## config.mk

```make
export PLATFORM = sky130hd
export DESIGN_NAME = btn_pulse_gen
export DESIGN_NICKNAME = d
export VERILOG_FILES = /design/src/rtl/btn_pulse_pkg.sv /design/src/rtl/debounce_ch.sv /design/src/rtl/btn_pulse_gen.sv
export SDC_FILE = /design/constraint.sdc
export NUM_CORES = 1
export LEC_CHECK = 0
export ABC_AREA = 1
export CAP_MARGIN = 15
export CORE_MARGIN = 2
export CORE_UTILIZATION = 50
export CTS_CLUSTER_DIAMETER = 120
export DETAILED_ROUTE_END_ITERATION = 8
export GPL_ROUTABILITY_DRIVEN = 1
export PLACE_DENSITY = 0.74
export SYNTH_ARGS = -nofsm -noshare
export SYNTH_HDL_FRONTEND = slang
export SYNTH_SLANG_ARGS = --single-unit
```

## constraint.sdc

```tcl
create_clock -name CLK -period 3.2 [get_ports CLK]
set_input_delay 0.48 -clock CLK [delete_from_list [all_inputs] [get_ports CLK]]
set_output_delay 0.48 -clock CLK [all_outputs]
set_load 0.02 [all_outputs]
```

## src/rtl/btn_pulse_pkg.sv

```systemverilog
// Shared types and defaults for the push-button conditioner.
// Debounce state encoding plus the default stability window.
package btn_pulse_pkg;

    typedef enum logic [1:0] {
        IDLE,
        PRESS_WAIT,
        HELD,
        RELEASE_WAIT
    } deb_state_t;

    localparam int DEB_CYCLES_DEFAULT = 16;

endpackage

```

## src/rtl/debounce_ch.sv

```systemverilog
// One button channel: 2-flop synchronizer, debounce FSM, registered pulse and level.
// Press/release accepted DEB_CYCLES+2 edges after raw changes; no backpressure, free-running.
module debounce_ch
    import btn_pulse_pkg::*;
#(
    parameter int DEB_CYCLES = DEB_CYCLES_DEFAULT
) (
    input  logic CLK,
    input  logic rst_n,
    input  logic i_raw,
    output logic o_pulse,
    output logic o_level
);

    localparam int              CNT_W = $clog2(DEB_CYCLES);
    localparam logic [CNT_W-1:0] LAST = CNT_W'(DEB_CYCLES - 1);

    if (DEB_CYCLES < 2 || DEB_CYCLES > 65535) begin : g_bad_deb_cycles
        $error("debounce_ch: DEB_CYCLES must be in 2..65535");
    end

    logic             r_sync1;
    logic             r_sync2;
    deb_state_t       r_state;
    deb_state_t       w_state_nxt;
    logic [CNT_W-1:0] r_cnt;
    logic [CNT_W-1:0] w_cnt_nxt;
    logic             w_pulse_nxt;
    logic             w_level_nxt;
    logic             r_pulse;
    logic             r_level;

    always_ff @(posedge CLK or negedge rst_n) begin
        if (!rst_n) begin
            r_sync1 <= 1'b0;
            r_sync2 <= 1'b0;
            r_state <= IDLE;
            r_cnt   <= '0;
            r_pulse <= 1'b0;
            r_level <= 1'b0;
        end else begin
            r_sync1 <= i_raw;
            r_sync2 <= r_sync1;
            r_state <= w_state_nxt;
            r_cnt   <= w_cnt_nxt;
            r_pulse <= w_pulse_nxt;
            r_level <= w_level_nxt;
        end
    end

    // Counter is compared before incrementing, so it tops out at LAST and never wraps.
    always_comb begin
        w_state_nxt = r_state;
        w_cnt_nxt   = r_cnt;
        w_pulse_nxt = 1'b0;
        case (r_state)
            IDLE: begin
                if (r_sync2) begin
                    w_state_nxt = PRESS_WAIT;
                    w_cnt_nxt   = '0;
                end
            end
            PRESS_WAIT: begin
                if (!r_sync2) begin
                    w_state_nxt = IDLE;
                end else if (r_cnt == LAST) begin
                    w_state_nxt = HELD;
                    w_pulse_nxt = 1'b1;
                end else begin
                    w_cnt_nxt = r_cnt + 1'b1;
                end
            end
            HELD: begin
                if (!r_sync2) begin
                    w_state_nxt = RELEASE_WAIT;
                    w_cnt_nxt   = '0;
                end
            end
            RELEASE_WAIT: begin
                if (r_sync2) begin
                    w_state_nxt = HELD;
                end else if (r_cnt == LAST) begin
                    w_state_nxt = IDLE;
                end else begin
                    w_cnt_nxt = r_cnt + 1'b1;
                end
            end
            default: begin
                w_state_nxt = IDLE;
                w_cnt_nxt   = '0;
            end
        endcase
        w_level_nxt = (w_state_nxt == HELD) || (w_state_nxt == RELEASE_WAIT);
    end

    assign o_pulse = r_pulse;
    assign o_level = r_level;

endmodule

```

## src/rtl/btn_pulse_gen.sv

```systemverilog
// Two independent debounced button channels producing press pulses and levels.
// Output latency DEB_CYCLES+2 edges from a raw change; no backpressure, outputs are registered.
module btn_pulse_gen
    import btn_pulse_pkg::*;
#(
    parameter int DEB_CYCLES = DEB_CYCLES_DEFAULT
) (
    input  logic CLK,
    input  logic rst_n,
    input  logic btnA_raw,
    input  logic btnB_raw,
    output logic pulseA,
    output logic pulseB,
    output logic levelA,
    output logic levelB
);

    debounce_ch #(.DEB_CYCLES(DEB_CYCLES)) u_ch_a (
        .CLK     (CLK),
        .rst_n   (rst_n),
        .i_raw   (btnA_raw),
        .o_pulse (pulseA),
        .o_level (levelA)
    );

    debounce_ch #(.DEB_CYCLES(DEB_CYCLES)) u_ch_b (
        .CLK     (CLK),
        .rst_n   (rst_n),
        .i_raw   (btnB_raw),
        .o_pulse (pulseB),
        .o_level (levelB)
    );

endmodule

```

==> impl_metrics.env <==
export IMPL_crit_family="buffers and inverters"
export IMPL_cts_num_sinks=19
export IMPL_final_nets=115
export IMPL_maxCapViolations=0
export IMPL_dr_wl_met2_microns=552
export IMPL_powerDensity_nw_per_um2=439
export IMPL_critical_path_class="reg -> out"
export IMPL_crit_chain="clkdlybuf4s50_1"
export IMPL_p_total_uw=417
export IMPL_r2r_end="u_ch_a.r_cnt[1]"
export IMPL_numPortBuffers=7
export IMPL_dp_hpwl_microns=894
export IMPL_num_antenna_cells=0
export IMPL_outcome="complete, no violations"
export IMPL_grt_pass1_wl_microns=2240
export IMPL_initialDrtViolationCount=9
export IMPL_syn_area_sq_um=832
export IMPL_drive_gt1_share_pct=9.26
export IMPL_maxSlewViolCount=0
export IMPL_worst_slew_pin_slew_ns=0.774
export IMPL_core_area_sq_um=1540
export IMPL_numCtsBuffers=3
export IMPL_synth_cell_types=14
export IMPL_cp_depth=1
export IMPL_clk_pin_slew_ns=0.10
export IMPL_routed_wl_microns=1200
export IMPL_slew_headroom_pct=48.3
export IMPL_ctsResizeCount=0
export IMPL_viasPerCell=4.80
export IMPL_fin_setup_tns_ns=0
export IMPL_routed_top_layer="met4"
export IMPL_worstPathArrival_ns=1.29
export IMPL_start_util_pct=54.0
export IMPL_cts_root_buf="clkbuf_4"
export IMPL_hp_class="reg -> reg"
export IMPL_fill_cells=125
export IMPL_synthCells=97
export IMPL_dr_pass1_iters=4
export IMPL_ant_nets=0
export IMPL_fmaxAchievable_mhz=565
export IMPL_post_route_period_util_pct=55.3
export IMPL_wl_met3_microns=38
export IMPL_cts_max_path_buffers=2
export IMPL_required_ns=2.72
export IMPL_hold_buffers=0
export IMPL_cts_tree="built"
export IMPL_ir_worst_vdd_mv=0.289
export IMPL_gp_congestion=0.755
export IMPL_crit_path_end_kind="output pin"
export IMPL_crit_path_start="u_ch_b.o_level"
export IMPL_ff2ff_setup_slack_ns=1.93
export IMPL_rr_worst_depth=6
export IMPL_num_io_pins=8
export IMPL_crit_reg2reg_launch="u_ch_a.r_cnt[0]"
export IMPL_gr_usage_all_layers_pct=16.1
export IMPL_leakagePower_uw=0.000490
export IMPL_final_seq_area_sq_um=475
export IMPL_die_width_microns=44.8
export IMPL_globalRouteOverflowTotal=0
export IMPL_post_cts_buffers=0
export IMPL_syn2layout_area_growth_pct=14.1
export IMPL_final_hold_violation_count=0
export IMPL_drc=0
export IMPL_rows=14
export IMPL_fin_worst_skew_ns=0.00354
export IMPL_wl_per_cell_microns=9.69
export IMPL_post_route_util_pct=61.6
export IMPL_multi_input_area_sq_um=297
export IMPL_die_area_sq_um=2010
export IMPL_critPathLaunchType="flip-flop"
export IMPL_insertion_delay_ns=0.29
export IMPL_timing_critical_path_to="levelB"
export IMPL_critPathMaxStageDelay_ns=0.61
export IMPL_grt_pass1_vias=545
export IMPL_m1WireLength_microns=592
export IMPL_crit_slowest_cell="clkdlybuf4s50_1"
export IMPL_dpl_worst_slack_ns=1.66
export IMPL_cts_htree_levels=1
export IMPL_grt_antenna_before_repair=0
export IMPL_rsz0062_at_grt="no"
export IMPL_synth_area_per_cell_sq_um=8.58
export IMPL_ys_ff_latch=19
export IMPL_grt_max_degree=20
export IMPL_yosysSeqAreaShare_pct=57.1
export IMPL_synth_nets=103
export IMPL_path_buf_inv=1
export IMPL_dr_total_vias=595
export IMPL_die_height_microns=44.8
export IMPL_worst_slack_ns=1.43
export IMPL_ys_warnings_count=0
export IMPL_fin_crit_ns=1.77
export IMPL_worstPathMaxFanout=4
export IMPL_setup_violations=0
## stage by stage
stage	instances	area (sq um)	hold WS [ns]
detailed placement	120	922	0.340
CTS	124	950	0.364
finish	124	950	0.361
floorplan	97	832	0.184
global placement	120	922	0.336
global route	124	950	0.380
## cell families after synthesis
kind of cell               Yosys count  share of synthesized area, %
AOI/OAI and AO/OA                    6                          3.61
adders and majority gates            2                          3.01
buffers and inverters               16                          7.22
DFF                                 19                          57.1
and+or+nand+nor                     54                          29.0
## layer usage
layer | up-vias | GRT usage, %
li1 | 320 | -
met5 | - | 0
met3 | 2 | 3.60
met1 | 265 | 21.5
met4 | 0 | 10.6
met2 | 8 | 23.5
## state kept, by name, summed over array words and instances, names as in the netlist
register        count
u_ch_b.r_cnt        4
u_ch_b.o_level      1
u_ch_a.o_level      1
u_ch_a.r_sync2      1
u_ch_b.o_pulse      1
u_ch_a.r_state      2
u_ch_a.r_sync1      1
u_ch_a.o_pulse      1
u_ch_a.r_cnt        4
u_ch_b.r_sync1      1
u_ch_b.r_sync2      1
u_ch_b.r_state      1
## area by class of cell
type / count / area share, %
clock buffer: 3 / 2.37
clock inverter: 1 / 0.527
inverter: 16 / 6.32
multi-input combinational: 62 / 31.2
sequential: 19 / 50.1
tap: 16 / 2.11
timing repair buffer: 7 / 7.38
## report_power, final
| group | switching (uW) | internal [uW] |
|---|---|---|
| sequential | 14.0 | 253 |
| combinational | 19.9 | 14.8 |
| clock | 69.3 | 46.4 |
## cells in the final DEF, fill, tap and decap left out
master           count
inv_2                1
nand3b_1             1
nand3_1              6
o21ai_0              6
nand2_1             38
dfrtp_1             19
clkinv_2             1
clkbuf_4             3
nand2_4              1
ha_1                 2
inv_1               15
nor2_2               1
clkdlybuf4s50_1      7
nor2_4               1
nand4_1              2
nand2_2              2
nor2_1               2
## cell usage after synthesis
| library cell | instances | area, sq um |
|---|---|---|
| nand2_1 | 38 | 143 |
| nor2_1 | 2 | 7.51 |
| nor2_2 | 1 | 6.26 |
| nand4_1 | 2 | 12.5 |
| nand3_1 | 6 | 30.0 |
| nand2_4 | 1 | 11.3 |
| inv_1 | 15 | 56.3 |
| inv_2 | 1 | 3.75 |
| o21ai_0 | 6 | 30.0 |
| nand2_2 | 2 | 12.5 |
| nand3b_1 | 1 | 7.51 |
| ha_1 | 2 | 25.0 |
| dfrtp_1 | 19 | 475 |
| nor2_4 | 1 | 11.3 |
## worst min-delay path by stage
stage                      to  cells past startpoint  slack (ns)           start
4_1_cts        u_ch_b.r_sync2                      0        0.36  u_ch_b.r_sync1
6_report       u_ch_b.r_sync2                      0        0.36  u_ch_b.r_sync1
3_3_place_gp   u_ch_a.r_sync2                      0        0.34  u_ch_a.r_sync1
5_1_grt        u_ch_a.r_sync2                      0        0.38  u_ch_a.r_sync1
2_1_floorplan  u_ch_a.o_level                      0        0.18           rst_n
3_5_place_dp   u_ch_b.r_sync2                      0        0.34  u_ch_b.r_sync1
No activity file was read; power rests on OpenSTA's default activity.
